**config.mk**
```make
export PLATFORM = sky130hd
export DESIGN_NAME = float_addsub_seq
export DESIGN_NICKNAME = d
export VERILOG_FILES = /design/src/rtl/float_addsub_seq.sv
export SDC_FILE = /design/constraint.sdc
export NUM_CORES = 1
export LEC_CHECK = 0
export CORE_MARGIN = 5
export CORE_UTILIZATION = 60
export DETAILED_ROUTE_END_ITERATION = 7
export MAX_ROUTING_LAYER = met4
export PLACE_DENSITY = 0.86
export SLEW_MARGIN = 20
export SYNTH_ARGS = -nofsm -noshare
export SYNTH_HDL_FRONTEND = slang
export SYNTH_SLANG_ARGS = --single-unit
```
**constraint.sdc**
```tcl
create_clock -name clock -period 8.6 [get_ports clock]
set_clock_uncertainty 0.1 [all_clocks]
set_input_delay 2.58 -clock clock [delete_from_list [all_inputs] [get_ports clock]]
set_output_delay 2.58 -clock clock [all_outputs]
set_load 0.02 [all_outputs]
```
**src/rtl/float_addsub_seq.sv**
```systemverilog
// Multi-cycle floating-point adder/subtractor (default bfloat16) with valid/ready handshakes.
// Define FPADD_RNE_EN for round-to-nearest-even; otherwise truncate and saturate on overflow.
module float_addsub_seq #(
    parameter int EXP_W = 8,
    parameter int MAN_W = 7
) (
    input  logic                   clock,
    input  logic                   reset,
    input  logic                   in_valid,
    output logic                   in_ready,
    input  logic                   op_sub,
    input  logic [EXP_W+MAN_W:0]   a,
    input  logic [EXP_W+MAN_W:0]   b,
    output logic                   out_valid,
    input  logic                   out_ready,
    output logic [EXP_W+MAN_W:0]   sum,
    output logic [2:0]             flags
);

    localparam int W  = 1 + EXP_W + MAN_W;
    localparam int SW = MAN_W + 4;
    localparam int EW = EXP_W + 2;
    localparam logic [EW-1:0] EXP_MAX = {2'b00, {EXP_W{1'b1}}};
    localparam logic [EW-1:0] SW_E    = EW'(SW);
    localparam logic [W-1:0]  QNAN    = {1'b0, {EXP_W{1'b1}}, 1'b1, {(MAN_W-1){1'b0}}};

    typedef enum logic [2:0] {IDLE, CLASS, ALIGN, ADD, NORM, ROUND, OUT} state_t;
    state_t state_q, state_d;

    logic [W-1:0]    a_q, b_q;
    logic            sa_q, sb_q;
    logic [EW-1:0]   ea_q, eb_q;
    logic [MAN_W:0]  ma_q, mb_q;
    logic            sign_q, eff_sub_q, zsign_q, zero_q;
    logic [EW-1:0]   e_q;
    logic [SW-1:0]   mx_q, my_q, m_q;
    logic [SW:0]     acc_q;
    logic [W-1:0]    sum_q;
    logic [2:0]      flags_q;

    // Classification of the captured operands
    logic [EXP_W-1:0] a_exp, b_exp;
    logic             a_all1, b_all1, a_nan, b_nan, a_inf, b_inf, special;
    logic [W-1:0]     spec_res;
    logic [2:0]       spec_flags;

    always_comb begin
        a_exp  = a_q[W-2:MAN_W];
        b_exp  = b_q[W-2:MAN_W];
        a_all1 = &a_exp;
        b_all1 = &b_exp;
        a_nan  = a_all1 & (|a_q[MAN_W-1:0]);
        b_nan  = b_all1 & (|b_q[MAN_W-1:0]);
        a_inf  = a_all1 & ~(|a_q[MAN_W-1:0]);
        b_inf  = b_all1 & ~(|b_q[MAN_W-1:0]);
        special    = a_all1 | b_all1;
        spec_res   = b_q;
        spec_flags = '0;
        if (a_nan || b_nan) begin
            spec_res = QNAN;
        end else if (a_inf && b_inf && (a_q[W-1] != b_q[W-1])) begin
            spec_res   = QNAN;
            spec_flags = 3'b100;
        end else if (a_inf) begin
            spec_res = a_q;
        end
    end

    // Alignment: X is the operand with the larger magnitude
    logic            a_big;
    logic [EW-1:0]   ex, dexp;
    logic [SW-1:0]   x_ext, y_ext, y_al, mask;

    always_comb begin
        a_big = {ea_q, ma_q} >= {eb_q, mb_q};
        ex    = a_big ? ea_q : eb_q;
        dexp  = a_big ? (ea_q - eb_q) : (eb_q - ea_q);
        x_ext = {(a_big ? ma_q : mb_q), 3'b000};
        y_ext = {(a_big ? mb_q : ma_q), 3'b000};
        mask  = ~({SW{1'b1}} << dexp);
        if (dexp >= SW_E) begin
            y_al = {{(SW-1){1'b0}}, |y_ext};
        end else begin
            y_al    = y_ext >> dexp;
            y_al[0] = y_al[0] | (|(y_ext & mask));
        end
    end

    // Normalisation: leading-zero shift is clamped so the exponent never drops below 1
    logic [EW-1:0] lz, lim, sh, e_norm;
    logic [SW-1:0] m_norm;

    always_comb begin
        lz = SW_E;
        for (int unsigned i = 0; i < SW; i++) begin
            if (acc_q[i]) lz = EW'(SW - 1 - i);
        end
        lim    = e_q - EW'(1);
        sh     = (lz < lim) ? lz : lim;
        m_norm = acc_q[SW-1:0] << sh;
        e_norm = e_q - sh;
        if (acc_q[SW]) begin
            m_norm = acc_q[SW:1] | {{(SW-1){1'b0}}, acc_q[0]};
            e_norm = e_q + EW'(1);
        end
    end

    // Rounding and result packing
    logic             inexact, up;
    logic [MAN_W+1:0] mr;
    logic [MAN_W:0]   mant;
    logic [EW-1:0]    er;
    logic [W-1:0]     rnd_res;
    logic [2:0]       rnd_flags;

    always_comb begin
        inexact = |m_q[2:0];
`ifdef FPADD_RNE_EN
        up = m_q[2] & (m_q[1] | m_q[0] | m_q[3]);
`else
        up = 1'b0;
`endif
        mr = {1'b0, m_q[SW-1:3]} + {{(MAN_W+1){1'b0}}, up};
        if (mr[MAN_W+1]) begin
            mant = mr[MAN_W+1:1];
            er   = e_q + EW'(1);
        end else begin
            mant = mr[MAN_W:0];
            er   = e_q;
        end
        rnd_flags = {2'b00, inexact};
        rnd_res   = {sign_q, (mant[MAN_W] ? er[EXP_W-1:0] : {EXP_W{1'b0}}), mant[MAN_W-1:0]};
        if (zero_q) begin
            rnd_res   = {zsign_q, {(W-1){1'b0}}};
            rnd_flags = '0;
        end else if (er >= EXP_MAX) begin
            rnd_flags = 3'b011;
`ifdef FPADD_RNE_EN
            rnd_res = {sign_q, {EXP_W{1'b1}}, {MAN_W{1'b0}}};
`else
            rnd_res = {sign_q, {(EXP_W-1){1'b1}}, 1'b0, {MAN_W{1'b1}}};
`endif
        end
    end

    always_ff @(posedge clock) begin
        if (reset) state_q <= IDLE;
        else       state_q <= state_d;
    end

    always_comb begin
        state_d = state_q;
        case (state_q)
            IDLE:    if (in_valid) state_d = CLASS;
            CLASS:   state_d = special ? OUT : ALIGN;
            ALIGN:   state_d = ADD;
            ADD:     state_d = NORM;
            NORM:    state_d = ROUND;
            ROUND:   state_d = OUT;
            OUT:     if (out_ready) state_d = IDLE;
            default: state_d = IDLE;
        endcase
    end

    always_ff @(posedge clock) begin
        if (reset) begin
            a_q <= '0; b_q <= '0;
            sa_q <= 1'b0; sb_q <= 1'b0;
            ea_q <= '0; eb_q <= '0; ma_q <= '0; mb_q <= '0;
            sign_q <= 1'b0; eff_sub_q <= 1'b0; zsign_q <= 1'b0; zero_q <= 1'b0;
            e_q <= '0; mx_q <= '0; my_q <= '0; m_q <= '0; acc_q <= '0;
            sum_q <= '0; flags_q <= '0;
        end else begin
            case (state_q)
                IDLE: if (in_valid) begin
                    a_q <= a;
                    b_q <= {b[W-1] ^ op_sub, b[W-2:0]};
                end
                CLASS: if (special) begin
                    sum_q   <= spec_res;
                    flags_q <= spec_flags;
                end else begin
                    sa_q <= a_q[W-1];
                    sb_q <= b_q[W-1];
                    ea_q <= (a_exp == '0) ? EW'(1) : {2'b00, a_exp};
                    eb_q <= (b_exp == '0) ? EW'(1) : {2'b00, b_exp};
                    ma_q <= {(a_exp != '0), a_q[MAN_W-1:0]};
                    mb_q <= {(b_exp != '0), b_q[MAN_W-1:0]};
                end
                ALIGN: begin
                    sign_q    <= a_big ? sa_q : sb_q;
                    eff_sub_q <= sa_q ^ sb_q;
                    zsign_q   <= sa_q & sb_q;
                    e_q       <= ex;
                    mx_q      <= x_ext;
                    my_q      <= y_al;
                end
                ADD: acc_q <= eff_sub_q ? ({1'b0, mx_q} - {1'b0, my_q})
                                        : ({1'b0, mx_q} + {1'b0, my_q});
                NORM: begin
                    m_q    <= m_norm;
                    e_q    <= e_norm;
                    zero_q <= ~(|acc_q);
                end
                ROUND: begin
                    sum_q   <= rnd_res;
                    flags_q <= rnd_flags;
                end
                default: ;
            endcase
        end
    end

    assign in_ready  = (state_q == IDLE);
    assign out_valid = (state_q == OUT);
    assign sum       = sum_q;
    assign flags     = flags_q;

endmodule

```
Word level (Yosys, flattened, before mapping). Index checks and enable logic that the tools add are counted. Widths: inputs -> output; s select.

Bits in writable memories: 0. ROM bits: 0. Memories kept: 0. Input bits: 37. Output and inout port bits: 21. Bits in registers: 148. Logic and storage cells: 124. Bits in latches: 0.

$lt $le $gt $ge: 4. Reductions and logical operators: 22. Multiplexer cells: 42. Multipliers: 0. Bitwise gates (word level): 16. Equality and inequality tests: 10. Shifts and indexed selects: 3. Add/subtract/negate cells: 7. Divide/modulo/power cells: 0.

Operators with widths (number): $mux 10 (14); $mux 16 (5); $mux 8 (5); $pmux 16 s2 (1); $sub 10x10->10 (3); $mux 11 (2); $pmux 3 s7 (1); $pmux 10 s2 (1); $ge 18x18->1 (1); $mux 3 (6); $logic_not 8->1 (2); $reduce_and 8->1 (2); $reduce_bool 8->1 (2); $mux 15 (1); $reduce_or 7->1 (2); $add 11x11->12 (1); $mux 12 (1); $reduce_or 12->1 (1); $sub 11x11->12 (1); $and 11x11->11 (1); $not 11->11 (1); $or 11x1->11 (1); $reduce_or 11->1 (1); $shl 11x10->11 (1); 27 further kinds (47).

Depth between registers and ports, before layout.
Depth in word-level cells: 16. Depth in mapped cells: 26. Mapped depth without buffers: 23.

Least setup slack after synthesis. OpenSTA, ideal clock, no wires.

Path kind: flip-flop to flip-flop. Start point: register acc_q[8]. End point: register e_q[9]. Path slack: 3.476 ns. Data arrival time: 4.959 ns. Cell stages (with the launch flop): 24. Clock period less this slack: 5.124 ns. Setup time: 0.065 ns. Required time: 8.435 ns. Path buffers: 2. Cell sequence: dfxtp_1 > clkbuf_1 > nor4_1 > and3_1 > ha_1 > a2111oi_2 > nor3b_1 > o31a_1 > o31a_1 > a21o_1 > clkbuf_1 > nor3_1 > xor2_1 > nor2_1 > ha_1 > nand3_1 > o2111ai_1 > o211ai_1 > o21ai_0 > nand2_1 > or4_1 > nand3_1 > mux2_2 > nor2_1.

Cells in the longest elaborated chain, start to end: 8.

RTL lines: start, declared (RTL line 37) `logic [SW:0] acc_q;`; start signal, assigned (RTL line 198) `ADD: acc_q <= eff_sub_q ? ({1'b0, mx_q} - {1'b0, my_q})`; $mux 10 (*) (3 in series) (RTL line 96) `if (acc_q[i]) lz = EW'(SW - 1 - i);`; $lt 10x10->1 (RTL line 99) `sh = (lz < lim) ? lz : lim;`; $mux 10 (*) (RTL line 99); $sub 10x10->10 (*) (RTL line 101) `e_norm = e_q - sh;`; $mux 10 (*) (RTL line 102) `if (acc_q[SW]) begin`; $pmux 10 s2 (*) (RTL line 174) `case (state_q)`; end signal, assigned (RTL line 202) `e_q <= e_norm;`; end, declared (RTL line 35) `logic [EW-1:0] e_q;`.

Every way passes the cells marked *; elsewhere a longest branch is shown, timed or not. A chain may end at the register's enable or synchronous reset.

Worst setup path after layout.
Start point: register e_q[1]. End point: register e_q[9].

Cells in the longest elaborated chain, start to end: 6. Elaborated cells on any way between the ends: 7. Those cells by class: add/sub (3); order compare (1); mux (3).

RTL lines: $sub 10x1->10 (RTL line 98) `lim = e_q - EW'(1);`; $lt 10x10->1 (RTL line 99); $mux 10 (RTL line 99); $sub 10x10->10 (RTL line 101); $mux 10 (*) (RTL line 102); $pmux 10 s2 (*) (RTL line 174).

Marks and branches as above.

==> results.toml <==
[clock_tree]
clk_path_buf_depth = 2
cts_tree = "built"
cts-root-buf = "clkbuf_16"
cts_buffers = 17
path_clk_slew_ps = 60
post-cts-setup-buffers = 0
htree_levels = 4
cts.sinks = 144
clock_latency_ps = 420
ctsResizeCount = 0
hold_buffers = 0

[pwr]
power_frac_comb = 0.285
p_leak_nw = 3.848
p_sw_frac = 0.3316
intPower_mw = 1.448
power_frac_seq = 0.342
totalPowerFinal_mw = 2.167
ir_drop_mv = 0.1860
p_clk_frac = 0.373
switching_power_mw = 0.7187
pwr_density_cell_nw_per_um2 = 208.3

[floorplanning]
core-area_sq_um = 15150
die_area_sq_um = 17940
die_h_um = 133.9
start_util = 0.6084
rows = 45
die-width_um = 133.9
ios = 58

[sta]
rsz0062_at_grt = "false"
fmax_ghz = 0.1679
period_needed_ps = 5957
worst_slew_pin_slew_ps = 1081
period_share = 0.6927
hold_violations = 0
max_slew_margin = 0.2796
fin_tns_setup_ps = 0
setup_viol = 0
drv_slew = 0

[route]
first_iter_violations = 778
ant_nets = 0
routedWlPerCell_um = 17.31
drt_first_pass_iters = 6
routed_via_density = 6.221
vias = 8741
wl_um = 24330
drc_errors = 0

[synth]
ys_ff_latch = 144
synth_fp_nets = 1295
syn_inst = 1197
synth_cell_types = 87
syn-cell-area_sq_um = 9215
synth_ff_type = "dfxtp_1"
avgSynthCellArea_sq_um = 7.698
ys_warn_count = 0
ys_seq_area_frac = 0.3128
synth_edf_count = 0
ys_async_sr_fraction = 0

[worst_setup_path]
cp_slowest_stage_delay_ps = 630
path_depth = 23
reg2reg_depth = 23
startpoint_type = "flop"
r2r_slack_ps = 2640
critPathCapture = "e_q[9]$_SDFFE_PP0P_"
worst-path-max-fanout = 14
crit_path_end_kind = "flop"
required_ps = 8870
crit_chain = "nor3_2 -> xor2_1 -> inv_1 -> ha_1 -> a2111oi_2 -> nor3b_1 -> o31a_1 -> o31a_1 -> a21o_1 -> inv_4 -> ha_1 -> xor2_1 -> nor2_1 -> ha_1 -> nand3_1 -> o2111ai_1 -> o211ai_1 -> o21ai_0 -> nand2_1 -> or4_1 -> nand3_1 -> mux2_2 -> nor2_1"
cp_top_family = "compound AO/OA/AOI/OAI gates"
r2r_start = "e_q[1]$_SDFFE_PP0P_"
r2r_end = "e_q[9]$_SDFFE_PP0P_"
startpoint = "e_q[1]$_SDFFE_PP0P_"
path_buf_inv = 2
cp_data_arrival_time_ps = 6220
crit_type = "reg2reg"
cp_slowest_cell = "a2111oi_2"
crit_top_cell = "ha_1"

[finish]
nFillCells = 1210
nNetsFinal = 1303
antenna_cells = 0
final_cell_mix = "nand2_1 (199), a21oi_1 (146), dfxtp_1 (144)"
final_common_cell = "nand2_1"
post-route-util = 0.6867
final_cell_area_sq_um = 10400
drive_gt1_frac = 0.06081
area_growth_pct = 12.87

[global_routing]
grt_pass1_wl_um = 39850
grt_max_degree = 97
track_usage = 0.2764
antenna_found_initial = 0
overflow = 0
grt_pass1_vias = 8100

[run]
drv_cap = 0

[outcome]
outcome = "completed"

[placed_design]
port_buffers = 57
place_congestion = 0.9633
dpl_cell_area_sq_um = 9753
hpwl_um = 17270

[hold_path]
min_path_type = "reg2reg"
[cells in the mapped netlist (18+ instances only)]
master / n / area [sq um]
clkbuf_1: 50 / 187.7
nor2_1: 101 / 379.1
nand2_1: 200 / 750.7
a21oi_1: 146 / 730.7
nor2b_1: 18 / 112.6
ha_1: 57 / 713.2
nor3_1: 24 / 120.1
nand3_1: 21 / 105.1
a211oi_1: 31 / 232.7
inv_1: 61 / 229.0
mux2i_1: 36 / 360.4
dfxtp_1: 144 / 2883
o21ai_0: 57 / 285.3
[worst min path at each step]
stage,from,end,cells past startpoint
after detailed placement,sum[0]$_SDFFE_PP0P_,sum[0]$_SDFFE_PP0P_,2
after CTS,sum[0]$_SDFFE_PP0P_,sum[0]$_SDFFE_PP0P_,2
final,sum[0]$_SDFFE_PP0P_,sum[0]$_SDFFE_PP0P_,2
after global routing,sum[0]$_SDFFE_PP0P_,sum[0]$_SDFFE_PP0P_,2
after floorplan,m_q[0]$_SDFFE_PP0P_,m_q[0]$_SDFFE_PP0P_,2
after global placement,sum[1]$_SDFFE_PP0P_,sum[1]$_SDFFE_PP0P_,2
[kinds of logic (layout without fill, tap and decap cells)]
| logic type | Yosys count | count (layout) | share of synthesized area |
|---|---|---|---|
| compound gates | 346 | 346 | 0.2383 |
| xor+xnor | 24 | 24 | 0.02281 |
| fa+ha+maj | 61 | 61 | 0.08608 |
| buf+inv | 138 | 158 | 0.06028 |
| flops | 144 | 144 | 0.3128 |
| mux | 49 | 49 | 0.06381 |
| simple gates | 435 | 435 | 0.2159 |
[sequential cells by signal, summed over array words and instances (netlist names)]
signal,count
a_q,16
acc_q,12
b_q,16
e_q,10
ea_q,8
eb_q,8
eff_sub_q,1
flags,3
m_q,11
ma_q,8
mb_q,8
mx_q,8
my_q,11
sa_q,1
sb_q,1
sign_q,1
state_q,3
sum,16
zero_q,1
zsign_q,1
[worst register-to-register path: stages (launching register included)]
cell and delay [ps]:
dfxtp_1 410, nor3_2 230, xor2_1 280, inv_1 100, ha_1 330, a2111oi_2 630, nor3b_1 260, o31a_1 170
o31a_1 130, a21o_1 420, inv_4 160, ha_1 280, xor2_1 180, nor2_1 60, ha_1 340, nand3_1 110
o2111ai_1 260, o211ai_1 180, o21ai_0 310, nand2_1 90, or4_1 400, nand3_1 90, mux2_2 330, nor2_1 70
[through the flow]
stage,std cells,setup WS [ps],hold WS [ps]
floorplan,1197,3476,331.9
global placement,1374,2881,337.7
detailed placement,1374,2776,346.1
CTS,1405,2713,355.2
global route,1405,2276,377.3
finish,1405,2643,353.5
[area by class of cell]
cell class / count / area, sq um / area share
flip-flops and latches: 144 / 2883 / 0.2772
multi-input cells: 915 / 5784 / 0.5561
well taps: 188 / 235.2 / 0.02262
clock inverters: 13 / 214.0 / 0.02057
inverters: 64 / 242.7 / 0.02334
repair buffers: 63 / 613.1 / 0.05894
clock buffers: 18 / 429.2 / 0.04126
[routing by layer]
metal,part of all wire,track usage,vias to the layer above
met3,0.056,0.03263,73
met5,0,-,-
met4,0.034,0.1189,0
li1,-,-,4271
met1,0.42,0.3362,4022
met2,0.49,0.4649,375
[power by group through the flow]
| stage | clock network, mW | registers (mW) | logic (mW) |
|---|---|---|---|
| after global routing | 0.844 | 0.744 | 0.674 |
| final | 0.808 | 0.741 | 0.618 |
| after global placement | 0 | 0.752 | 0.592 |
| after detailed placement | 0 | 0.753 | 0.602 |
| after CTS | 0.813 | 0.739 | 0.610 |
| after floorplan | 0 | 0.739 | 0.490 |
(Power assumes the default switching activity.)
